===== config.mk =====
export PLATFORM = sky130hd
export DESIGN_NAME = map_cursor_editor
export DESIGN_NICKNAME = d
export VERILOG_FILES = /design/src/rtl/map_cursor_editor.sv
export SDC_FILE = /design/constraint.sdc
export NUM_CORES = 1
export LEC_CHECK = 0
export CAP_MARGIN = 5
export CORE_ASPECT_RATIO = 0.5
export CORE_MARGIN = 3
export CORE_UTILIZATION = 30
export DETAILED_ROUTE_END_ITERATION = 8
export HOLD_SLACK_MARGIN = 0.03
export PLACE_DENSITY = 0.67
export SETUP_SLACK_MARGIN = 0.2
export SYNTH_ARGS = -nofsm -noshare
export SYNTH_HDL_FRONTEND = slang
export SYNTH_SLANG_ARGS = --single-unit

===== constraint.sdc =====
create_clock -name clk -period 2.9 [get_ports clk]
set_clock_uncertainty 0.05 [all_clocks]
set_input_delay 0.58 -clock clk [delete_from_list [all_inputs] [get_ports clk]]
set_output_delay 0.58 -clock clk [all_outputs]
set_load 0.02 [all_outputs]

===== src/rtl/map_cursor_editor.sv =====
// Cursor/map editor for a 16x16 life grid: five debounced buttons move a cursor
// and toggle cells, and the life engine can overwrite the whole map at any time.
module map_cursor_editor #(
  parameter int unsigned DEBOUNCE_CYCLES = 500000
) (
  input  logic         clk,
  input  logic         rst,
  input  logic [4:0]   btn_in,
  input  logic         edit_en,
  input  logic         load_valid,
  input  logic [255:0] map_in,
  output logic [3:0]   position_x,
  output logic [3:0]   position_y,
  output logic [7:0]   cell_index,
  output logic [255:0] map,
  output logic         led,
  output logic [4:0]   press
);

  localparam int unsigned CW = $clog2(DEBOUNCE_CYCLES) + 1;
  localparam logic [CW-1:0] CNT_MAX = CW'(DEBOUNCE_CYCLES - 1);

  logic [4:0][CW-1:0] cnt_q, cnt_d;
  logic [4:0]         lvl_q, lvl_d;
  logic [4:0]         lvl_dly_q;
  logic [4:0]         press_q, press_d;
  logic [3:0]         x_q, x_d, y_q, y_d;
  logic [255:0]       map_q, map_d;

  always_comb begin
    cnt_d = '0;
    lvl_d = lvl_q;
    for (int unsigned i = 0; i < 5; i++) begin
      if (btn_in[i] != lvl_q[i]) begin
        if (cnt_q[i] == CNT_MAX) begin
          lvl_d[i] = ~lvl_q[i];
        end else begin
          cnt_d[i] = cnt_q[i] + CW'(1);
        end
      end
    end
  end

  // Edge detect on the registered level so the pulse lands one cycle after acceptance.
  assign press_d = lvl_q & ~lvl_dly_q;

  always_comb begin
    x_d   = x_q;
    y_d   = y_q;
    map_d = map_q;
    if (edit_en) begin
      x_d = x_q + 4'(press_q[0]) - 4'(press_q[2]);
      y_d = y_q + 4'(press_q[1]) - 4'(press_q[3]);
      if (press_q[4]) begin
        map_d[{y_q, x_q}] = ~map_q[{y_q, x_q}];
      end
    end
    if (load_valid) begin
      map_d = map_in;
    end
  end

  always_ff @(posedge clk) begin
    if (rst) begin
      cnt_q     <= '0;
      lvl_q     <= '0;
      lvl_dly_q <= '0;
      press_q   <= '0;
      x_q       <= '0;
      y_q       <= '0;
      map_q     <= '0;
    end else begin
      cnt_q     <= cnt_d;
      lvl_q     <= lvl_d;
      lvl_dly_q <= lvl_q;
      press_q   <= press_d;
      x_q       <= x_d;
      y_q       <= y_d;
      map_q     <= map_d;
    end
  end

  assign position_x = x_q;
  assign position_y = y_q;
  assign cell_index = {y_q, x_q};
  assign map        = map_q;
  assign led        = map_q[{y_q, x_q}];
  assign press      = press_q;

endmodule


==> results.tsv <==
metric	value	unit
simple-gate share of the synthesized area	9.074	%
Die Footprint	71340	sq um
DP Area	29810	sq um
register area share after synthesis	37.20	%
Core Region	66150	sq um
vias per std cell	5.668	
xor/xnor cell area share of the yosys netlist	3.822	%
Area growth syn-to-layout	63.53	%
relative slew slack	57.16	%
EDFF count, synth	0	
area leader, netlist	dfxtp_1	
fillcell total	5804	
Final Max Slew Viols	0	
maxcap violations	0	
clk sinks	379	
TritonCTS Buffers	40	
largest family of logic cells by synthesized area	compound AO/OA/AOI/OAI gates	
Buffers on Ports	542	
Post-DRT Antenna Nets	0	
NumNets Final	3138	
average cell area after synthesis	9.843	sq um
Post-synth ARST share	0	%
grt ovf	0	
Clk Latency, worst-skew pair	0.55	ns
Max Clk Rate	0.2696	GHz
peak supply drop	0.0003588	V
share of cells above drive strength 1	28.74	%
Hold Startpoint	lvl_dly_q[0]	
Worst Setup Slack, final	-0.8093	ns
drt total wl	97800	um
Reg-to-Reg Start	position_x[1]	
DR iter-0 viols	2073	
CTS tree	yes	
vias	21440	
Post-Synthesis Net Count	2360	
Total Routing Usage GR	25.59	%
period utilization	127.9	%
mux cell area share after synthesis	20.16	%
starting density of the core	30.83	%
non-filler cells, final	3782	
dpl hpwl	70830	um
row cnt	66	
CTS clock-pin slew for the worst setup and hold paths	0.07	ns
Clock Path Buffers	3	
htree depth	2	
Crit Path Class	flip-flop to flip-flop	
worst hold path type	flip-flop to flip-flop	
Yosys reg bits	379	
final core utilization	50.42	%
clk root buf	clkbuf_16	
Top FF cell, synth	dfxtp_1	
Worst Path Arrival	4.16	ns
leakage	13.01	nW
pin count of the biggest net entering global routing	70	
Yosys warnings	0	
adder-cell area share of the yosys netlist	1.485	%
Final min period	3.709	ns
worst hold endpoint	press[0]	
Yosys cell types	49	
ranking of synthesized cells by area	dfxtp_1 37%, mux2i_1 14%, a211oi_1 9.6%	
PwrDens	468.2	nW/um^2
first-pass GRT wire length	138300	um
Critical Path Start	position_x[1]	
Yosys top cell area share	37.20	%
Placer Congestion	0.9792	
mapped cell area	20390	sq um
internal reg-to-reg setup slack	-0.81	ns
Placed Cells	3640	
Die Ht	190.4	um
Synth Area in Compound Gates	22.77	%
Final Hold Fails	0	
CP required	3.35	ns
Hold Crit Depth	1	
R2R depth	15	
run status	finished with violations	
First-pass DRT Iterations	5	
drc violations	0	
worst flop-to-flop path endpoint	map[181]	
CTS Hold Buffers Added	0	
cell area after layout	33350	sq um
failing checks	setup timing	
crit end category	flip-flop	
die width	374.7	um
initial antenna violation count	23	
drt wl/cell	25.86	um
vias in the first global route	20740	
RSZ-0062 raised after global routing	yes	
CP Max Fanout	8	
Least-Margin Pin Slew	0.6377	ns
Setup-failing EPs final	257	
Synth Instances	2072	
DP Worst Slack	-0.6523	ns
Overall Power	15.61	mW
# IOs	543	
CP startpoint kind	flip-flop	
## cell usage in the layout (no fill, tap or decap), types with 43 or more instances in the layout
cell type	count
a211oi_1	262
a31o_1	46
a31o_2	60
a31o_4	151
buf_12	43
buf_4	346
clkbuf_16	46
clkdlybuf4s50_1	536
dfxtp_1	375
mux2i_1	278
mux4_2	58
nand2_1	51
nand3_1	48
nor2_1	137
xor2_1	54
## routing by layer
layer,wire length (um),vias to the layer above,track usage (%)
li1,-,9506,-
met3,6285,316,3.504
met4,5820,4,14.01
met2,47840,953,43.75
met1,37820,10660,31.36
met5,29,-,0
## kinds of logic (layout without fill, tap and decap cells)
kind of cell / count (synthesis) / in the layout
compound gates: 584 / 584
xor+xnor: 89 / 89
fa+ha+maj: 23 / 23
buf+inv: 272 / 1078
flops: 379 / 379
mux: 338 / 338
other cells: 0 / 20
simple gates: 387 / 387
## worst max-delay path by stage
stage	endpoint	slack, ns	cells after the start
after floorplan	map[240]	-0.03	10
after CTS	led	-0.72	7
final	map[181]	-0.81	15
after global placement	led	-0.62	9
after global routing	map[250]	-0.85	15
after detailed placement	led	-0.65	9
## cells in the mapped netlist (all sizes together) (14+ instances only)
cell type    n
dfxtp      379
mux2i      278
a211oi     262
a31o       257
clkbuf     190
nor2       154
mux4        58
buf         56
xor2        54
nand2       51
nand3       48
xnor2       35
inv         24
ha          21
nor3        20
a21oi       19
and2        18
nand4       18
nor2b       17
a22oi       14
or3         14
## per-stage QoR
| stage | hold WS, ns | setup TNS [ns] |
|---|---|---|
| finish | 0.3238 | -196.48 |
| global route | 0.3329 | -206.20 |
| CTS | 0.3271 | -167.72 |
| detailed placement | 0.3233 | -95.26 |
| global placement | 0.3229 | -84.09 |
| floorplan | 0.3174 | -6.247 |
## registers in the layout, summed over array words and instances (netlist names)
name,count
map,256
cnt_q,100
lvl_dly_q,5
lvl_q,5
press,5
position_x,4
position_y,4
## area by class of cell
cell class	instances	area (sq um)	area share (%)
Multi-Input combinational cell	1421	13110	39.31
Timing Repair Buffer	982	10020	30.04
Sequential cell	379	7597	22.78
Clock buffer	56	1204	3.609
Tap cell	884	1106	3.316
Clock inverter	14	167.7	0.5027
Inverter	26	97.59	0.2926
Antenna cell	20	50.05	0.1501
## report_power, final
part | total [mW] | switching [mW] | internal [mW]
combinational | 4.49 | 2.04 | 2.44
clock | 5.48 | 2.31 | 3.18
sequential | 5.64 | 0.208 | 5.43
## critical path: stages, from the launching register on
cell and delay (ns):
dfxtp_4 0.43, mux4_2 0.53, mux2i_1 0.20, nor3_1 0.08
a311o_1 0.34, or4_4 0.46, buf_6 0.14, buf_6 0.10
buf_6 0.10, buf_6 0.11, a221oi_4 0.31, buf_6 0.21
clkbuf_16 0.20, buf_6 0.12, buf_16 0.13, a31o_4 0.14
## what timing repair did
item | CTS | global route
cloned | 22 | 4
setup endpoints to repair | 260 | 262
pin swaps | 1 | 8
gates resized for setup | 57 | 117
buffers inserted | 19 | 7
Note: power is estimated with default switching activity, not from simulation.
